<file path="src/rtl/hazard_stall_ctrl.sv">
// Stall/flush controller for the 5-stage pipeline: D-stage operand hazards against E/M results,
// HI/LO mult/div busy tracking, and a saturating stall-cycle counter.
`timescale 1ns/1ps
module hazard_stall_ctrl #(
    parameter int unsigned MULT_LAT = 5,
    parameter int unsigned DIV_LAT  = 10,
    parameter int unsigned CNT_W    = 4
) (
    input  logic        clk,
    input  logic        reset,
    input  logic [4:0]  d_rs,
    input  logic [4:0]  d_rt,
    input  logic [1:0]  d_tuse_rs,
    input  logic [1:0]  d_tuse_rt,
    input  logic        d_is_md,
    input  logic [4:0]  e_wa,
    input  logic [4:0]  m_wa,
    input  logic [1:0]  e_tnew,
    input  logic [1:0]  m_tnew,
    input  logic        e_md_start,
    input  logic        e_md_div,
    output logic        freeze_pc,
    output logic        freeze_d,
    output logic        flush_e,
    output logic [1:0]  stall_cause,
    output logic        md_busy,
    output logic [15:0] stall_cnt
);

    localparam int unsigned CNT_STALL_W = 16;

    typedef enum logic {
        ST_IDLE = 1'b0,
        ST_BUSY = 1'b1
    } md_state_t;

    md_state_t              r_state;
    md_state_t              w_state_nxt;
    logic [CNT_W-1:0]       r_cnt;
    logic [CNT_W-1:0]       w_cnt_nxt;
    logic [CNT_STALL_W-1:0] r_stall_cnt;
    logic                   w_md_busy;
    logic                   w_hz_rs;
    logic                   w_hz_rt;
    logic                   w_hz;
    logic                   w_ms;
    logic                   w_stall;

    // A source stalls when a producer ahead of it finishes later than the operand is needed.
    always_comb begin
        w_hz_rs = (d_rs != 5'd0) && (d_tuse_rs != 2'd3) &&
                  (((d_rs == e_wa) && (d_tuse_rs < e_tnew)) ||
                   ((d_rs == m_wa) && (d_tuse_rs < m_tnew)));
        w_hz_rt = (d_rt != 5'd0) && (d_tuse_rt != 2'd3) &&
                  (((d_rt == e_wa) && (d_tuse_rt < e_tnew)) ||
                   ((d_rt == m_wa) && (d_tuse_rt < m_tnew)));
        w_hz    = w_hz_rs | w_hz_rt;
    end

    always_ff @(posedge clk or negedge reset) begin
        if (!reset) begin
            r_state <= ST_IDLE;
            r_cnt   <= '0;
        end else begin
            r_state <= w_state_nxt;
            r_cnt   <= w_cnt_nxt;
        end
    end

    // A start seen while already busy is ignored: no reload, the countdown carries on.
    always_comb begin
        w_state_nxt = r_state;
        w_cnt_nxt   = r_cnt;
        unique case (r_state)
            ST_IDLE: begin
                if (e_md_start) begin
                    w_state_nxt = ST_BUSY;
                    w_cnt_nxt   = e_md_div ? CNT_W'(DIV_LAT) : CNT_W'(MULT_LAT);
                end
            end
            ST_BUSY: begin
                w_cnt_nxt = r_cnt - CNT_W'(1);
                if (r_cnt == CNT_W'(1)) begin
                    w_state_nxt = ST_IDLE;
                end
            end
            default: begin
                w_state_nxt = ST_IDLE;
                w_cnt_nxt   = '0;
            end
        endcase
    end

    always_comb begin
        w_md_busy = 1'b0;
        if (e_md_start || (r_state == ST_BUSY)) begin
            w_md_busy = 1'b1;
        end
    end

    assign w_ms    = d_is_md & w_md_busy;
    assign w_stall = w_hz | w_ms;

    always_ff @(posedge clk or negedge reset) begin
        if (!reset) begin
            r_stall_cnt <= '0;
        end else if (w_stall && (r_stall_cnt != {CNT_STALL_W{1'b1}})) begin
            r_stall_cnt <= r_stall_cnt + CNT_STALL_W'(1);
        end
    end

    // Combinational outputs are masked so nothing leaks out while reset is held.
    assign freeze_pc   = reset & w_stall;
    assign freeze_d    = reset & w_stall;
    assign flush_e     = reset & w_stall;
    assign stall_cause = {reset & w_ms, reset & w_hz};
    assign md_busy     = reset & w_md_busy;
    assign stall_cnt   = r_stall_cnt;

endmodule

</file>
<file path="config.mk">
export PLATFORM = sky130hd
export DESIGN_NAME = hazard_stall_ctrl
export DESIGN_NICKNAME = d
export VERILOG_FILES = /design/src/rtl/hazard_stall_ctrl.sv
export SDC_FILE = /design/constraint.sdc
export NUM_CORES = 1
export LEC_CHECK = 0
export ABC_CLOCK_PERIOD_IN_PS = 7500
export BUFFER_PORTS_ARGS = -buffer_cell sky130_fd_sc_hd__buf_2
export CAP_MARGIN = 20
export CORE_MARGIN = 5
export CORE_UTILIZATION = 50
export DETAILED_ROUTE_END_ITERATION = 10
export PLACE_DENSITY = 0.88
export SYNTH_ARGS = -nofsm -noshare
export SYNTH_HDL_FRONTEND = slang
export SYNTH_SLANG_ARGS = --single-unit
</file>
<file path="constraint.sdc">
create_clock -name clk -period 7.5 [get_ports clk]
set_input_delay 1.875 -clock clk [delete_from_list [all_inputs] [get_ports clk]]
set_output_delay 1.875 -clock clk [all_outputs]
set_load 0.01 [all_outputs]
</file>
Yosys cells after proc, flatten, opt, wreduce, memory -nomap -nowiden
Cells that the tools add are included.

storage, ports and cells
  bits in registers = 21
  input port bits = 33
  output and inout bits = 22
  logic and storage cells = 47

operators by class
  $add $sub $neg = 2
  $lt $le $gt $ge = 4
  equal/unequal tests = 9
  multiplexer cells = 7
  bitwise logic cells = 8
  reductions and logical operators = 14

operator list
  kind                                                  count
  equality test 5 bit                                   4
  adder 16 x 1 -> 16 bit (second input constant)        1
  inequality test 16 bit (second input constant)        1
  nonzero test 5 bit                                    2
  logical AND 1 bit                                     9
  less-than comparator 2 bit                            4
  2-to-1 mux 4 bit                                      2
  case mux 4 bit (2 select lines)                       1
  inequality test 2 bit (second input constant)         3
  bitwise AND 1 bit                                     5
  equality test 4 x 1 -> 1 bit (second input constant)  1
  subtractor 4 x 1 -> 4 bit (second input constant)     1
  logical OR 1 bit                                      3
  2-to-1 mux 1 bit                                      3
  bitwise OR 1 bit                                      2
  case mux 1 bit (2 select lines)                       1
  NOT 1 bit                                             1

Longest topological paths before layout
Gate-level depths: netlist of the first run.

  depth in word-level cells = 7
  depth in mapped cells = 9
  depth with buffers taken out = 8

Worst setup path after synthesis of the first run
Ideal clock, no wire load.

  kind = input -> output
  from = in e_tnew[1]
  to = out freeze_d
  data arrival time = 3430 ps
  data required time = 5625 ps
  setup slack = 2195 ps
  stages on the path = 8
  path buffers = 1
  path through = inv_1 -> ha_1 -> a2111oi_2 -> nand4_1 -> a221oi_2 -> nor3_1 -> and2b_1 -> buf_4

on the way
  word-level cells in the longest chain between the ends = 7
  elaborated cells on any way between the ends = 11
  those cells by class = order compare: 2; bitwise: 3; reduce/logical: 6

RTL lines
  item                                           RTL line  RTL
  from (decl)                                    18        input logic [1:0] e_tnew,
  less-than comparator 2 bit (on tied branches)  52, 55
  logical AND 1 bit (on tied branches)           52, 55
  logical OR 1 bit (on tied branches)            52, 55
  logical AND 1 bit (on tied branches)           51, 54
  bitwise OR 1 bit (*)                           57        w_hz = w_hz_rs | w_hz_rt;
  bitwise OR 1 bit (*)                           102       assign w_stall = w_hz | w_ms;
  bitwise AND 1 bit (*)                          -
  to (decl)                                      23        output logic freeze_d,

Every way passes the cells marked *; elsewhere a longest branch is shown, timed or not.

Worst setup path after layout of the first run
  from = in d_tuse_rs[1]
  to = out flush_e

on the way
  word-level cells in the longest chain between the ends = 7
  elaborated cells on any way between the ends = 11
  those cells by class = order compare: 2; eq/ne: 1; bitwise: 3; reduce/logical: 5

RTL lines
  item                                           RTL line  RTL
  from (decl)                                    13        input logic [1:0] d_tuse_rs,
  less-than comparator 2 bit (on tied branches)  52, 53
  logical AND 1 bit (on tied branches)           52, 53
  logical OR 1 bit                               52        (((d_rs == e_wa) && (d_tuse_rs < e_tnew)) ||
  logical AND 1 bit (*)                          51        w_hz_rs = (d_rs != 5'd0) && (d_tuse_rs != 2'd3) &&
  bitwise OR 1 bit (*)                           57
  bitwise OR 1 bit (*)                           102
  bitwise AND 1 bit (*)                          115       assign flush_e = reset & w_stall;
  to (decl)                                      24        output logic flush_e,

Marked as above.

==> qor.log, run 1 <==
[route] average wire length per cell after detail routing 13.3 um
[yosys] Synth Area per Inst 9.68 sq um
[yosys] share of the yosys chip area belonging to registers 35.3%
[grt] GR peak layer met2
[setup_path] worst setup slack for register-to-register paths 5.21 ns
[yosys] cell count after synthesis 154
[clock_network] clock slew at reported path FFs 0.11 ns
[finish] number of diodes 0
[yosys] Yosys top cell by area dfrtp_1
[clock_network] CTS Sinks 21
[yosys] Synth Warn # 0
[setup_path] kind of capture point of the worst setup path output port
[pwr] total net switching power 0.000142 W
[floorplan] die height 64.6 um
[finish] area taken by flip-flops and latches 526 sq um
[sta] final worst path period need 5.55 ns
[grt] via count of the first global-routing pass 1246
[pwr] worst vdd rail ir drop 0.149 mV
[sta] Final Max Tran Viols 0
[floorplan] area of the die 4170 sq um
[clock_network] buffer type at the clock tree root clkbuf_4
[route] number of iterations in the first detailed-routing pass 4
[sta] Hold WS 0.500 ns
[grt] maximum number of pins on one net before global-route repair 26
[yosys] largest cells by area after synthesis dfrtp_1 35%, xor2_1 14%, ha_1 5.9%
[finish] share of layout cells above drive strength 1 33.2%
[placement] placer's final routability congestion estimate 0.873
[floorplan] starting density of the core 53.1%
[clock_network] post-cts sizing count 0
[clock_network] clock buffers created by TritonCTS 3
[yosys] total nets after synthesis 194
[clock_network] number of hold-repair buffers added at the cts stage 0
[route] number of remaining DRC errors 0
[setup_path] worst setup path startpoint d_tuse_rs[1]
[yosys] Cell variety after synth 38
[finish] final instance count without filler cells 239
[clock_network] TritonCTS clock tree built
[setup_path] type of element launching the critical path input port
[yosys] most common cell in the synthesized netlist xor2_1
[finish] area used by multi-input combinational logic 908 sq um
[floorplan] die width 64.6 um
[setup_path] most repeated library cell on the critical path buf_2
[yosys] Post-Syn Area 1490 sq um
[placement] count of port buffers added during placement 54
[clock_network] Clock Path Buffers 2
[grt] initial antenna violation count 0
[setup_path] data required time at the worst endpoint 5.62 ns
[pwr] PnR Total Power 0.000383 W
[sta] portion of the clock cycle consumed by the worst path in the final layout 74.0%
[setup_path] Crit Reg-Reg Endpoint stall_cnt[1]$_DFFE_PN0P_
[hold_path] Worst Hold Launch stall_cnt[8]$_DFFE_PN0P_
[route] wire length reported by the detailed router 3190 um
[grt] Total Routing Usage GR 16.5%
[floorplan] area inside the core boundary 2810 sq um
[pwr] Sequential Power Share 46.9%
[sta] setup repair after global routing missed its margin no
[route] initial DRC count 57
[yosys] number of enable-type register cells in the synthesized netlist 0
[setup_path] CP endpoint flush_e
[setup_path] delay of the slowest cell on the worst path 0.38 ns
[clock_network] H-tree lvl count 1
[grt] grt ovf 0
[setup_path] worst-path cell chain buf_2, ha_1, a2111oi_2, nand4_1, a221oi_2, nor3_1, and2b_1, buf_2
[sta] Max Fclk 0.180 GHz
[outcome] result of the run finished clean
[route] via count 1259
[grt] met1 layer usage reported by global route 22.1%
[grt] met2 routing resource usage after global routing 26.8%
[hold_path] Tightest Hold Check Type flop to flop
[placement] number of placed cells counting well taps 235
[route] count of antenna-violating nets left after detailed routing 0
[grt] global-route wire length before repair 5490 um
[job] MaxCap Viol Count 0
[sta] number of failing setup endpoints in the final timing report 0
[setup_path] maximum fanout count along the critical path 3
[clock_network] insertion delay of the later-clocked pin in the worst-skew pair 0.29 ns
[pwr] Leak 0.949 nW
[placement] detailed-placement wirelength estimate 2710 um
[setup_path] worst-case reg-to-reg path depth 7
[finish] Area Growth Syn to Fin 20.5%
[floorplan] Row Count 19
[pwr] Internal Dissipation 0.000241 W
[floorplan] Top-Level Pins 55
[grt] met3 capacity usage during global routing 4.15%
[sta] Worst Clk Skew 0.00286 ns
[setup_path] beginning of the worst register-to-register path stall_cnt[0]$_DFFE_PN0P_
[pwr] Net Sw Frac 37.0%
[sta] final-report hold violation count 0
[pwr] proportion of power drawn by combinational gates 39.4%
[sta] setup TNS after final layout 0 ns
[yosys] async set-or-reset flop fraction in the synthesized netlist 100%
[yosys] most used standard cells in the synthesized netlist 24 x xor2_1, 21 x dfrtp_1, 11 x nand2_1, 11 x nor2_1, 10 x xnor2_1
[finish] fillers 235
[sta] pin slew with the least headroom to its limit 0.719 ns
[finish] number of nets in the final layout 249
[setup_path] signal arrival time at the worst endpoint 3.67 ns
[route] Vias per Instance 5.27
[setup_path] Setup Crit Path Kind input port to output port
[yosys] fraction of post-synthesis cell area in the top cell type by area 35.3%
[yosys] most common flop cell mapped by yosys dfrtp_1
[yosys] post-synthesis sequential element count 21
[sta] Worst slew margin 52.0%
[clock_network] post-CTS setup buffers 0
[pwr] total power per unit cell area 214 nW/um^2
[setup_path] Crit-path slowest cell a221oi_2
[pwr] clock network fraction of design power 13.7%
-- sequential cells by signal, indices dropped and copies added (netlist names) --
signal	cells
r_cnt	4
r_state	1
stall_cnt	16
-- cells by family (layout without fill, tap and decap cells) --
group	after synthesis	after routing	synth area share [%]
simple gates	58	58	21.8
xor+xnor	34	34	20.0
flops	21	21	35.3
compound gates	18	18	9.40
buf+inv	11	65	3.78
fa+ha+maj	7	7	5.88
mux	5	5	3.86
-- area by class of cell --
class,count,area share (%)
multi-input cells,122,50.6
repair buffers,54,15.1
inverters,7,1.46
clock buffers,4,1.46
well taps,31,2.16
flip-flops and latches,21,29.3
-- worst min path at each step --
stage / endpoint / slack (ns) / cells past startpoint
final: stall_cnt[8]$_DFFE_PN0P_ / 0.50 / 1
after global routing: stall_cnt[13]$_DFFE_PN0P_ / 0.52 / 1
after CTS: stall_cnt[8]$_DFFE_PN0P_ / 0.50 / 1
after detailed placement: stall_cnt[8]$_DFFE_PN0P_ / 0.48 / 1
after global placement: stall_cnt[8]$_DFFE_PN0P_ / 0.47 / 1
after floorplan: r_cnt[0]$_DFFE_PN0N_ / 0.49 / 1
-- power by group through the flow --
| stage | clock network, W | registers (W) | logic (W) |
|---|---|---|---|
| floorplan | 0 | 0.000181 | 0.000100 |
| global placement | 0 | 0.000181 | 0.000147 |
| detailed placement | 0 | 0.000182 | 0.000154 |
| CTS | 0.0000547 | 0.000180 | 0.000154 |
| global route | 0.0000611 | 0.000187 | 0.000172 |
| finish | 0.0000525 | 0.000180 | 0.000151 |
-- worst max-delay path: cells and delay by family --
| family | cells | cell delay, ns |
|---|---|---|
| buffers and inverters | 2 | 0.25 |
| adders and majority gates | 1 | 0.30 |
| AOI/OAI and AO/OA | 2 | 0.73 |
| and+or+nand+nor | 3 | 0.52 |
-- layout by cell type, fill, tap and decap left out, types with 2 or more instances in the layout --
cell type,netlist,routed
a211oi_1,2,2
xnor2_1,10,10
mux2_2,2,2
nand2b_1,5,5
nor2b_1,3,3
o21ai_0,5,5
and2_1,2,2
nand2b_2,2,2
inv_1,7,7
buf_2,0,54
a2111oi_2,2,2
nor3_1,4,4
nand2_1,11,11
and3_1,5,5
mux2i_1,2,2
nand3b_1,2,2
nor4_1,2,2
or4_1,2,2
dfrtp_1,21,21
xor2_1,24,24
a21oi_1,3,3
nor2_1,11,11
nand4_1,3,3
ha_1,7,7
clkbuf_4,0,3
nand3_1,2,2
-- per-layer routing --
metal | share of wire (%) | vias to the layer above
li1 | - | 637
met1 | 46 | 586
met2 | 48 | 32
met3 | 5.1 | 4
met4 | 1.0 | 0
met5 | 0 | -
-- metrics by stage --
| step | utilization, % | cell area, sq um | worst slack, ns |
|---|---|---|---|
| after floorplan | - | 1490 | 2.19 |
| after CTS | 64.0 | 1800 | 1.95 |
| after global routing | 64.0 | 1800 | 1.78 |
| after detailed placement | 63.1 | 1770 | 1.95 |
| final | 64.0 | 1800 | 1.95 |
| after global placement | 63.1 | 1770 | 2.10 |
Power figures use the tool's default switching activity.
==> inputs of run 2 (changes only) <==
--- a/config.mk
+++ b/config.mk
@@ -5,13 +5,14 @@
 export SDC_FILE = /design/constraint.sdc
 export NUM_CORES = 1
 export LEC_CHECK = 0
-export ABC_CLOCK_PERIOD_IN_PS = 7500
+export ABC_AREA = 1
+export ABC_CLOCK_PERIOD_IN_PS = 5200
 export BUFFER_PORTS_ARGS = -buffer_cell sky130_fd_sc_hd__buf_2
 export CAP_MARGIN = 20
 export CORE_MARGIN = 5
 export CORE_UTILIZATION = 50
 export DETAILED_ROUTE_END_ITERATION = 10
-export PLACE_DENSITY = 0.88
+export PLACE_DENSITY = 0.85
 export SYNTH_ARGS = -nofsm -noshare
 export SYNTH_HDL_FRONTEND = slang
 export SYNTH_SLANG_ARGS = --single-unit
==> constraint.sdc (replaced) <==
create_clock -name clk -period 5.2 [get_ports clk]
set_input_delay 1.3 -clock clk [delete_from_list [all_inputs] [get_ports clk]]
set_output_delay 1.3 -clock clk [all_outputs]
set_load 0.01 [all_outputs]
==> qor.log, run 2 <==
[setup_path] data required time at the worst endpoint 3.90 ns
[finish] area used by multi-input combinational logic 1060 sq um
[route] Vias per Instance 4.94
[grt] global-route wire length before repair 7180 um
[setup_path] Crit Reg-Reg Endpoint stall_cnt[5]$_DFFE_PN0P_
[route] initial DRC count 142
[route] via count 1853
[clock_network] number of hold-repair buffers added at the cts stage 0
[sta] Final Max Tran Viols 0
[yosys] number of enable-type register cells in the synthesized netlist 0
[job] MaxCap Viol Count 0
[route] wire length reported by the detailed router 4250 um
[placement] placer's final routability congestion estimate 0.895
[placement] number of placed cells counting well taps 371
[finish] Area Growth Syn to Fin 16.7%
[floorplan] starting density of the core 50.8%
[yosys] total nets after synthesis 316
[floorplan] area inside the core boundary 3610 sq um
[setup_path] type of element launching the critical path input port
[grt] initial antenna violation count 0
[finish] number of diodes 0
[route] average wire length per cell after detail routing 11.3 um
[hold_path] Tightest Hold Check Type flop to flop
[yosys] Synth Warn # 0
[grt] maximum number of pins on one net before global-route repair 23
[yosys] share of the yosys chip area belonging to registers 28.7%
[clock_network] buffer type at the clock tree root clkbuf_8
[yosys] cell count after synthesis 276
[sta] Worst slew margin 67.9%
[clock_network] CTS Sinks 21
[finish] fillers 359
[sta] setup TNS after final layout 0 ns
[finish] commonest non-fill, non-tap cells in the layout 92 x nand2_1, 54 x buf_2, 45 x inv_1
[grt] Total Routing Usage GR 17.2%
[route] count of antenna-violating nets left after detailed routing 0
[sta] Hold WS 0.525 ns
[setup_path] worst setup path startpoint d_tuse_rs[1]
[floorplan] area of the die 4970 sq um
[sta] Max Fclk 0.259 GHz
[yosys] most common flop cell mapped by yosys dfrtp_1
[placement] count of port buffers added during placement 54
[setup_path] signal arrival time at the worst endpoint 2.56 ns
[finish] share of layout cells above drive strength 1 21.1%
[clock_network] H-tree lvl count 1
[clock_network] clock buffers created by TritonCTS 3
[yosys] Yosys top cell by area dfrtp_1
[yosys] most used standard cells in the synthesized netlist 92 x nand2_1, 45 x inv_1, 27 x nand3_1
[pwr] worst vdd rail ir drop 0.103 mV
[setup_path] beginning of the worst register-to-register path stall_cnt[0]$_DFFE_PN0P_
[setup_path] worst-case reg-to-reg path depth 9
[floorplan] Row Count 22
[clock_network] TritonCTS clock tree built
[pwr] total power per unit cell area 278 nW/um^2
[clock_network] post-CTS setup buffers 0
[yosys] Synth Area per Inst 6.63 sq um
[floorplan] die width 70.5 um
[outcome] result of the run finished clean
[yosys] async set-or-reset flop fraction in the synthesized netlist 100%
[yosys] largest cells by area after synthesis dfrtp_1 29%, nand2_1 19%, inv_1 9.2%
[setup_path] kind of capture point of the worst setup path output port
[setup_path] CP endpoint freeze_d
[finish] most common cell after layout, fill and taps aside nand2_1
[grt] via count of the first global-routing pass 1679
[clock_network] post-cts sizing count 0
[floorplan] Top-Level Pins 55
[yosys] fraction of post-synthesis cell area in the top cell type by area 28.7%
[sta] final worst path period need 3.86 ns
[finish] number of nets in the final layout 368
[sta] pin slew with the least headroom to its limit 0.481 ns
[sta] portion of the clock cycle consumed by the worst path in the final layout 74.1%
[clock_network] insertion delay of the later-clocked pin in the worst-skew pair 0.25 ns
[grt] grt ovf 0
[setup_path] maximum fanout count along the critical path 3
[yosys] post-synthesis sequential element count 21
[route] number of remaining DRC errors 0
[finish] area taken by flip-flops and latches 526 sq um
[sta] setup repair after global routing missed its margin no
[setup_path] Setup Crit Path Kind input port to output port
[finish] final instance count without filler cells 375
[sta] number of failing setup endpoints in the final timing report 0
[floorplan] die height 70.5 um
[placement] detailed-placement wirelength estimate 3390 um
[pwr] Leak 1.29 nW
[yosys] Cell variety after synth 31
[yosys] most common cell in the synthesized netlist nand2_1
[sta] final-report hold violation count 0
[yosys] Post-Syn Area 1830 sq um
[sta] Worst Clk Skew 0.00214 ns
[clock_network] clock slew at reported path FFs 0.07 ns
[clock_network] Clock Path Buffers 2
[route] number of iterations in the first detailed-routing pass 4
[setup_path] worst setup slack for register-to-register paths 3.39 ns
[finish] number of flip-flops under the largest register name 16
-- run 2: cell types whose count changed in the layout (fill, tap and decap cells not counted), sizes merged, moves of 3 or more --
cell / before / now
xor2: 24 / 12
nand2b: 7 / 0
nand3: 2 / 30
inv: 7 / 47
nor2: 11 / 21
mux2: 3 / 0
nor3: 6 / 3
nand2: 11 / 95
and3: 5 / 0
xnor2: 10 / 5
a21oi: 3 / 10
nor2b: 3 / 0
-- run 2: how the worst min path moves through the flow --
stage / from / to / slack (ns) / cells past startpoint
2_1_floorplan: r_cnt[3]$_DFFE_PN0N_ / r_cnt[3]$_DFFE_PN0N_ / 0.52 / 2
3_3_place_gp: stall_cnt[14]$_DFFE_PN0P_ / stall_cnt[14]$_DFFE_PN0P_ / 0.50 / 2
3_5_place_dp: stall_cnt[8]$_DFFE_PN0P_ / stall_cnt[8]$_DFFE_PN0P_ / 0.51 / 2
4_1_cts: stall_cnt[14]$_DFFE_PN0P_ / stall_cnt[14]$_DFFE_PN0P_ / 0.53 / 2
5_1_grt: stall_cnt[14]$_DFFE_PN0P_ / stall_cnt[14]$_DFFE_PN0P_ / 0.54 / 2
6_report: stall_cnt[14]$_DFFE_PN0P_ / stall_cnt[14]$_DFFE_PN0P_ / 0.53 / 2
-- run 2: cell type report --
class,count,area share (%)
clock buffer,4,2.11
inverter,47,8.26
multi-input combinational,201,49.6
sequential,21,24.6
tap,48,2.81
timing repair buffer,54,12.7
-- run 2: kinds of logic (layout without fill, tap and decap cells) --
logic type | after synthesis | in the layout | synth area share, %
AND/OR/NAND/NOR | 155 | 155 | 38.1
buffers and inverters | 54 | 105 | 13.5
AO/OA/AOI/OAI | 22 | 22 | 6.84
flip-flops | 21 | 21 | 28.7
XOR/XNOR | 17 | 17 | 8.13
adder cells (fa/ha/maj) | 7 | 7 | 4.78
-- run 2: critical path, stage by stage --
cell	delay (ns)
buf_2	0.12
ha_1	0.27
a21boi_0	0.12
nor2_1	0.10
nand3_1	0.08
nand2_1	0.07
nand2_1	0.09
a31oi_1	0.22
buf_2	0.18
-- run 2: routing by layer --
layer / track usage, % / part of all wire, %
met2: 32.0 / 51
met4: 5.53 / 1.7
met3: 1.87 / 4.9
met5: 0 / 0
met1: 20.5 / 43
-- run 2: metrics by stage --
stage	utilization, %	power (W)	cell area [sq um]	worst slack [ns]
floorplan	-	0.000430	1830	1.41
global placement	58.0	0.000485	2090	1.39
detailed placement	58.0	0.000495	2090	1.35
CTS	59.2	0.000598	2140	1.35
global route	59.2	0.000652	2140	1.21
finish	59.2	0.000595	2140	1.34
-- run 2: report_power, final --
| group | switching, W | total, W | internal, W |
|---|---|---|---|
| registers | 0.0000419 | 0.000245 | 0.000204 |
| clock network | 0.0000492 | 0.000104 | 0.0000544 |
| logic | 0.000145 | 0.000246 | 0.000101 |
| total | 0.000236 | 0.000595 | 0.000359 |
